### config.mk
export PLATFORM = sky130hd
export DESIGN_NAME = uart_rx
export DESIGN_NICKNAME = d
export VERILOG_FILES = /design/src/rtl/uart_rx_pkg.sv /design/src/rtl/uart_rx_sampler.sv /design/src/rtl/uart_rx.sv
export SDC_FILE = /design/constraint.sdc
export NUM_CORES = 1
export LEC_CHECK = 0
export CELL_PAD_IN_SITES_DETAIL_PLACEMENT = 1
export CELL_PAD_IN_SITES_GLOBAL_PLACEMENT = 1
export CORE_MARGIN = 2
export CORE_UTILIZATION = 52
export DETAILED_ROUTE_END_ITERATION = 10
export DONT_BUFFER_PORTS = 1
export MAX_ROUTING_LAYER = met4
export PLACE_DENSITY_LB_ADDON = 0.1
export SLEW_MARGIN = 20
export SYNTH_ARGS = -nofsm -noshare
export SYNTH_HDL_FRONTEND = slang
export SYNTH_HIERARCHICAL = 1
export SYNTH_SLANG_ARGS = --single-unit
export TNS_END_PERCENT = 20
### constraint.sdc
create_clock -name CLK -period 7.43 [get_ports CLK]
set_clock_uncertainty 0.1 [all_clocks]
set_input_delay 2.229 -clock CLK [delete_from_list [all_inputs] [get_ports CLK]]
set_output_delay 2.229 -clock CLK [all_outputs]
set_load 0.01 [all_outputs]
### src/rtl/uart_rx_pkg.sv
`default_nettype none
// +----------------------------------------------------------------------------+
// | uart_rx_pkg : shared types and helpers for the UART receiver              |
// | Rev 1.0                                                                    |
// +----------------------------------------------------------------------------+
package uart_rx_pkg;

  // Gray-coded so adjacent states differ in one bit
  typedef enum logic [2:0] {
    IDLE       = 3'b000,
    START_BIT  = 3'b001,
    DATA_BITS  = 3'b011,
    PARITY_BIT = 3'b010,
    STOP_BIT   = 3'b110,
    ERR_CHK    = 3'b111
  } rx_state_e;

  typedef enum logic [5:0] {
    PRESCALE_8  = 6'd8,
    PRESCALE_16 = 6'd16,
    PRESCALE_32 = 6'd32
  } prescale_e;

  typedef enum logic {
    PAR_EVEN = 1'b0,
    PAR_ODD  = 1'b1
  } par_typ_e;

  function automatic logic majority3(input logic [2:0] s);
    return (s[0] & s[1]) | (s[0] & s[2]) | (s[1] & s[2]);
  endfunction

endpackage
`default_nettype wire

### src/rtl/uart_rx_sampler.sv
`default_nettype none
// +----------------------------------------------------------------------------+
// | uart_rx_sampler : three mid-bit samples of RX_IN and a majority vote      |
// | Rev 1.0                                                                    |
// +----------------------------------------------------------------------------+
module uart_rx_sampler
  import uart_rx_pkg::*;
#(
  parameter int PRESCALE_W = 6
) (
  input  logic                  CLK,
  input  logic                  RST,
  input  logic                  rx_in,
  input  logic [PRESCALE_W-1:0] edge_cnt,
  input  logic [PRESCALE_W-1:0] prescale,
  output logic                  bit_val,
  output logic                  sample_done
);

  localparam logic [PRESCALE_W-1:0] c_one = PRESCALE_W'(1);
  localparam logic [PRESCALE_W-1:0] c_two = PRESCALE_W'(2);

  logic [PRESCALE_W-1:0] w_half;
  logic                  w_sample_now;
  logic [2:0]            r_smp;

  assign w_half       = prescale >> 1;
  assign w_sample_now = (edge_cnt == w_half - c_one) ||
                        (edge_cnt == w_half) ||
                        (edge_cnt == w_half + c_one);

  always_ff @(posedge CLK) begin
    if (!RST) begin
      r_smp <= '0;
    end else if (w_sample_now) begin
      r_smp <= {r_smp[1:0], rx_in};
    end
  end

  // All three samples are registered by the time the count reaches P/2+2
  assign bit_val     = majority3(r_smp);
  assign sample_done = (edge_cnt == w_half + c_two);

endmodule
`default_nettype wire

### src/rtl/uart_rx.sv
`default_nettype none
// +----------------------------------------------------------------------------+
// | uart_rx : oversampling UART receiver, optional parity, one-cycle pulses   |
// | Rev 1.0                                                                    |
// +----------------------------------------------------------------------------+
module uart_rx
  import uart_rx_pkg::*;
#(
  parameter int DATA_WIDTH = 8,
  parameter int PRESCALE_W = 6
) (
  input  logic                  CLK,
  input  logic                  RST,
  input  logic                  RX_IN,
  input  logic                  PAR_EN,
  input  logic                  PAR_TYP,
  input  logic [PRESCALE_W-1:0] Prescale,
  output logic [DATA_WIDTH-1:0] P_DATA,
  output logic                  Data_Valid,
  output logic                  Par_err,
  output logic                  Stp_err
);

  localparam int BIT_CNT_W = (DATA_WIDTH > 1) ? $clog2(DATA_WIDTH) : 1;
  localparam logic [BIT_CNT_W-1:0]  c_last_bit = BIT_CNT_W'(DATA_WIDTH - 1);
  localparam logic [BIT_CNT_W-1:0]  c_bit_one  = BIT_CNT_W'(1);
  localparam logic [PRESCALE_W-1:0] c_cnt_one  = PRESCALE_W'(1);

  rx_state_e             r_state;
  rx_state_e             w_next_state;
  logic [PRESCALE_W-1:0] r_edge_cnt;
  logic [PRESCALE_W-1:0] r_prescale;
  logic                  r_par_en;
  logic                  r_par_typ;
  logic [BIT_CNT_W-1:0]  r_bit_cnt;
  logic [DATA_WIDTH-1:0] r_shift;
  logic                  r_bit;
  logic                  r_par_flag;
  logic                  r_stp_flag;

  logic                  w_voted;
  logic                  w_sample_done;
  logic                  w_bit_end;
  logic                  w_frame_start;
  logic                  w_exp_par;

  logic [DATA_WIDTH-1:0] w_pdata_nxt;
  logic                  w_dv_nxt;
  logic                  w_pe_nxt;
  logic                  w_se_nxt;

  uart_rx_sampler #(
    .PRESCALE_W (PRESCALE_W)
  ) u_sampler (
    .CLK         (CLK),
    .RST         (RST),
    .rx_in       (RX_IN),
    .edge_cnt    (r_edge_cnt),
    .prescale    (r_prescale),
    .bit_val     (w_voted),
    .sample_done (w_sample_done)
  );

  assign w_bit_end     = (r_edge_cnt == r_prescale - c_cnt_one);
  assign w_frame_start = (w_next_state == START_BIT) && (r_state != START_BIT);
  assign w_exp_par     = (^r_shift) ^ (r_par_typ == PAR_ODD);

  always_ff @(posedge CLK) begin
    if (!RST) begin
      r_state <= IDLE;
    end else begin
      r_state <= w_next_state;
    end
  end

  always_comb begin
    w_next_state = r_state;
    case (r_state)
      IDLE:       if (!RX_IN) w_next_state = START_BIT;
      START_BIT:  if (w_bit_end) w_next_state = r_bit ? IDLE : DATA_BITS;
      DATA_BITS:  if (w_bit_end && (r_bit_cnt == c_last_bit))
                    w_next_state = r_par_en ? PARITY_BIT : STOP_BIT;
      PARITY_BIT: if (w_bit_end) w_next_state = STOP_BIT;
      STOP_BIT:   if (w_bit_end) w_next_state = ERR_CHK;
      ERR_CHK:    w_next_state = RX_IN ? IDLE : START_BIT;
      default:    w_next_state = IDLE;
    endcase
  end

  // Frame settings are captured on every entry to START_BIT, including back-to-back frames
  always_ff @(posedge CLK) begin
    if (!RST) begin
      r_edge_cnt <= '0;
      r_prescale <= '0;
      r_par_en   <= 1'b0;
      r_par_typ  <= 1'b0;
      r_bit_cnt  <= '0;
      r_shift    <= '0;
      r_bit      <= 1'b1;
      r_par_flag <= 1'b0;
      r_stp_flag <= 1'b0;
    end else begin
      if (w_sample_done) begin
        r_bit <= w_voted;
      end

      if (w_frame_start) begin
        r_edge_cnt <= c_cnt_one;
        r_prescale <= Prescale;
        r_par_en   <= PAR_EN;
        r_par_typ  <= PAR_TYP;
        r_bit_cnt  <= '0;
        r_par_flag <= 1'b0;
        r_stp_flag <= 1'b0;
      end else if ((r_state == IDLE) || (r_state == ERR_CHK) || w_bit_end) begin
        r_edge_cnt <= '0;
      end else begin
        r_edge_cnt <= r_edge_cnt + c_cnt_one;
      end

      if ((r_state == DATA_BITS) && w_bit_end) begin
        r_shift   <= {r_bit, r_shift[DATA_WIDTH-1:1]};
        r_bit_cnt <= (r_bit_cnt == c_last_bit) ? '0 : r_bit_cnt + c_bit_one;
      end

      if ((r_state == PARITY_BIT) && w_bit_end) begin
        r_par_flag <= (r_bit != w_exp_par);
      end

      if ((r_state == STOP_BIT) && w_bit_end) begin
        r_stp_flag <= ~r_bit;
      end
    end
  end

  always_comb begin
    w_dv_nxt    = 1'b0;
    w_pe_nxt    = 1'b0;
    w_se_nxt    = 1'b0;
    w_pdata_nxt = P_DATA;
    if (r_state == ERR_CHK) begin
      w_pe_nxt = r_par_flag;
      w_se_nxt = r_stp_flag;
      w_dv_nxt = ~r_par_flag & ~r_stp_flag;
      if (w_dv_nxt) begin
        w_pdata_nxt = r_shift;
      end
    end
  end

  always_ff @(posedge CLK) begin
    if (!RST) begin
      P_DATA     <= '0;
      Data_Valid <= 1'b0;
      Par_err    <= 1'b0;
      Stp_err    <= 1'b0;
    end else begin
      P_DATA     <= w_pdata_nxt;
      Data_Valid <= w_dv_nxt;
      Par_err    <= w_pe_nxt;
      Stp_err    <= w_se_nxt;
    end
  end

endmodule
`default_nettype wire

Yosys cells after proc, flatten, opt, wreduce, memory -nomap -nowiden

Cells that the tools add are included.
Widths: inputs -> output; s select.

Multiplexer cells: 17
Equal/unequal tests: 14
Reductions and logical operators: 17
$add $sub $neg: 6
Bitwise operators: 11

Operator list:

| kind                | number |
|---|---|
| $mux 3              | 9 |
| $eq 6x6->1          | 4 |
| $pmux 3 s6          | 1 |
| $eq 3x3->1 const B  | 3 |
| $reduce_xor 8->1    | 1 |
| $add 5x1->6 const B | 1 |
| $add 5x2->6 const B | 1 |
| $add 6x1->6 const B | 1 |
| $eq 3x1->1 const B  | 2 |
| $eq 3x2->1 const B  | 2 |
| $eq 6x5->1          | 1 |
| $mux 1              | 6 |
| $reduce_bool 2->1   | 3 |
| $sub 5x1->6 const B | 1 |
| $sub 6x1->6 const B | 1 |
| $logic_and 1x1->1   | 5 |
| $and 1x1->1         | 4 |
| $logic_or 1x1->1    | 4 |
| $not 1->1           | 4 |
| $reduce_and 2->1    | 2 |
| $add 3x1->3 const B | 1 |
| $logic_not 3->1     | 1 |
| $ne 3x1->1 const B  | 1 |
| $reduce_or 3->1     | 1 |
| 4 further kinds     | 5 |

Input bits: 11
Flip-flop bits (word level): 45
Word-level logic and storage cells: 81

Longest topological paths before layout

Depth after elaboration: 9
Gate-level depth with buffers: 9
Depth with buffers taken out: 8

Modules after synthesis

The synthesis kept the hierarchy.

Modules (own cells, without submodules):

| module          | times used | area each (um2) | cells each | sequential area each (um2) |
|---|---|---|---|---|
| uart_rx         | 1          | 1,924.3         | 205        | 840.8 |
| uart_rx_sampler | 1          | 541.8           | 71         | 60.1 |

Worst setup path after synthesis

OpenSTA, ideal clock, no wires.

Path kind: input -> register
Start point: in RX_IN
End point: reg r_par_en
Required time: 7,214 ps
Setup time: 116 ps
Buffers on the path: 1
Setup slack: 4,105 ps
Data arrival time: 3,109 ps
Stages: 4
Cells stage by stage: o21ba_2 clkbuf_1 mux2i_1 nor2b_1

Longest elaborated chain between the ends: 4
Elaborated cells between the ends (all ways): 5
Those cells by class: eq/ne: 1; mux: 3; reduce/logical: 1

Ends and longest elaborated chain:

| element                          | RTL line                     | RTL |
|---|---|---|
| from (decl)                      | uart_rx.sv:14                | `input logic RX_IN,` |
| $mux 1 or $mux 3 (tied branches) | uart_rx.sv:85, uart_rx.sv:79 |  |
| $pmux 3 s6 *                     | uart_rx.sv:78                | `case (r_state)` |
| $eq 3x1->1 *                     | uart_rx.sv:65                | `assign w_frame_start = (w_next_state == START_BIT) && (r_state != START_BIT);` |
| $logic_and 1x1->1 *              | uart_rx.sv:65                |  |
| to (signal assigned)             | uart_rx.sv:95                | `r_par_en <= 1'b0;` |
| to (signal assigned)             | uart_rx.sv:110               | `r_par_en <= PAR_EN;` |
| to (decl)                        | uart_rx.sv:33                | `logic r_par_en;` |

Every way passes the cells marked *; elsewhere a longest branch is shown, timed or not.
A chain may end at the register's enable or synchronous reset.

Final worst setup path

Start point: reg P_DATA[5]
End point: out P_DATA[5]

RTL lines:

| element                | RTL line       | RTL |
|---|---|---|
| from (decl)            | uart_rx.sv:18  | `output logic [DATA_WIDTH-1:0] P_DATA,` |
| from (signal assigned) | uart_rx.sv:158 | `P_DATA <= w_pdata_nxt;` |

No word-level cell between the ends.

==> summary.md <==
| Metric | Value |
|---|---|
| Area grow syn2layout | `5.936%` |
| Fraction of the mapped netlist area in adder cells | `0.04465` |
| Top_reg_cell synth | `dfxtp_1` |
| Status | `finished, final reports clean` |
| Final non-filler cell area | `2613 sq um` |
| Final GP Congestion | `0.7941` |
| Clock tree buffer depth | `2` |
| RSZ-0062 raised after global routing | `no` |
| Post-Synth XOR/XNOR Area | `0.1187` |
| Post-synth EDFFs | `0` |
| CTS tree | `done` |
| Top cells by count, synth | `dfxtp_1, nand2_1, mux2i_1` |
| H-tree Lvls | `2` |
| Die Span Y | `72.87 microns` |
| Max Clock Freq | `0.3310 GHz` |
| Fin. max-slew vios | `0` |
| DRC Markers | `0` |
| Worst Setup End Kind | `output port` |
| Critical path class | `reg -> out` |
| Antenna Nets Post-Route | `0` |
| Placed Area | `2504 sq um` |
| Ports | `22` |
| Main combinational cell family by area after synthesis | `simple AND/OR/NAND/NOR gates` |
| IO buf count | `0` |
| Mux contribution to synthesized area | `0.1015` |
| Synth Register Bits | `45` |
| Layout Nets | `292` |
| First-pass GRT wire length | `9252 microns` |
| Drt initial violations | `54` |
| Vias per inst | `5.783` |
| Max-slew headroom | `0.4376` |
| Clock tree sinks | `45` |
| Post-Syn Area | `2466 sq um` |
| Reg clk slew, reported paths | `80 ps` |
| Yosys top cell by area | `dfxtp_1` |
| Top cells by area, synth | `dfxtp_1, mux2i_1, xnor2_1, nand2_1, ha_1` |
| Largest net degree at the start of global routing | `46` |
| Top-count cell post-synth | `dfxtp_1` |
| HPWL Detailed | `4036 microns` |
| Post-CTS Setup Bufs | `0` |
| # rows | `25` |
| Share of the synthesized area in the top cell type | `0.3653` |
| Simple-gate share of the synthesized area | `0.2339` |
| Routed via count | `1891` |
| Total global routing overflow | `0` |
| Worst Hold Class | `reg -> reg` |
| Number of distinct library cells after synthesis | `50` |
| Fin util | `0.5605` |
| N_diodes | `0` |
| # Max-Cap Violations | `0` |
| Mapped Avg Cell Area | `8.935 sq um` |
| Drt first pass iters | `4` |
| Pleak | `0.9499 nW` |
| Die ar. | `5309 sq um` |
| Final min period | `3021 ps` |
| Setup TNS | `0 ps` |
| Crit path arrival time | `690 ps` |
| Drt total wl | `5489 microns` |
| # resized after CTS | `0` |
| Critical Path Start Type | `register` |
| CTS root buffer | `clkbuf_8` |
| Asr flop ratio synth | `0` |
| Post-CTS Hold Buffers | `0` |
| Vias in the first global route | `1958` |
| Final Cycle Share | `0.4067` |
| Wire length per cell | `16.79 microns` |
| Share of post-route cells with drive strength above 1 | `0.06960` |
| Initial Util | `0.5291` |
| Synth Area in Compound Gates | `0.1045` |
| Final Hold Viols | `0` |
| Data required, critical path | `5100 ps` |
| CTS buffer count | `5` |
| Endpoints failing setup | `0` |
| Slew @ Worst Pin | `841.0 ps` |
| Clk_lat worst skew | `290 ps` |
| Yosys synthesis warning count | `6` |
| DIE WIDTH | `72.87 microns` |
| FILL cells | `561` |
| Post-Synthesis Cells | `276` |
| Cell Pwr Density | `198.2 nW/um^2` |
| CP Max Fanout | `2` |
| Post-synthesis sequential area ratio | `0.3653` |
| Core area | `4661 sq um` |
| Post-synthesis net count | `295` |
| Peak supply drop | `0.1294 mV` |
| Initial antenna violation count | `0` |
| GRT Util Overall | `0.2312` |
==> placed cells by master, fill, tap and decap left out, types with 2 or more instances in the layout <==
cell,Yosys,final
dfxtp_1,45,45
nand2_1,36,36
mux2i_1,25,25
xnor2_1,19,19
nand3_1,18,18
nor2_1,14,14
nor2b_1,12,12
xor2_1,10,10
a21boi_0,8,8
ha_1,8,8
inv_1,7,7
o21ai_0,7,7
clkbuf_8,0,5
nand2b_1,4,4
and3_1,3,3
nor3_1,4,3
and2_1,3,3
nand4_1,3,3
nor4_1,4,3
a31oi_1,3,3
or3_1,2,2
o21ai_1,2,2
buf_4,0,2
==> path summary, 6_finish.rpt <==
check | slack (ps) | start | to | depth (start not counted)
max | 4410 | P_DATA[5] | P_DATA[5] | 0
min | 380 | r_bit_cnt[2] | r_bit_cnt[2] | 2
max reg2reg | 4620 | r_prescale[1] | r_edge_cnt[3] | 8
min reg2reg | 380 | r_bit_cnt[2] | r_bit_cnt[2] | 2
==> power by group <==
group | internal [mW] | switching [mW] | total, mW
clock network | 0.0978 | 0.0788 | 0.177
logic | 0.0375 | 0.0394 | 0.0769
registers | 0.249 | 0.0157 | 0.264
total | 0.384 | 0.134 | 0.518
==> through the flow <==
step                power (mW)  cells  worst slack [ps]  hold slack [ps]
global route            0.5432    327              4378            411.2
detailed placement      0.3474    320              4247            370.2
finish                  0.5179    327              4409            378.3
floorplan               0.3307    276              4105            329.1
global placement        0.3438    320              4265            356.7
CTS                     0.5229    327              4393            384.3
==> routing by layer <==
| metal | vias to the layer above | track usage | share of wire |
|---|---|---|---|
| met2 | 19 | 0.4162 | 0.53 |
| met5 | - | - | 0 |
| met4 | 0 | 0.06790 | 0.010 |
| met1 | 922 | 0.2604 | 0.44 |
| li1 | 946 | - | - |
| met3 | 4 | 0.04144 | 0.020 |
==> final cells by class <==
type | instances | area (sq um) | share of cell area
Sequential cell | 45 | 900.9 | 0.3448
Clock buffer | 5 | 68.82 | 0.02634
Inverter | 7 | 26.28 | 0.01006
Clock inverter | 2 | 35.03 | 0.01341
Tap cell | 54 | 67.56 | 0.02586
Timing Repair Buffer | 2 | 15.01 | 0.005747
Multi-Input combinational cell | 212 | 1499 | 0.5738
==> state kept, by name, summed over array words and instances (netlist names) <==
name,cells
Data_Valid,1
P_DATA,8
Par_err,1
Stp_err,1
r_bit,1
r_bit_cnt,3
r_edge_cnt,6
r_par_en,1
r_par_flag,1
r_par_typ,1
r_prescale,6
r_shift,8
r_state,3
r_stp_flag,1
u_sampler/r_smp,3
==> logic make-up (layout without fill, tap and decap cells) <==
kind of cell / Yosys count / count (layout)
xor+xnor: 31 / 31
compound gates: 35 / 35
buf+inv: 19 / 16
flops: 45 / 45
fa+ha+maj: 9 / 9
mux: 25 / 25
simple gates: 112 / 112
Power figures use the tool's default switching activity.
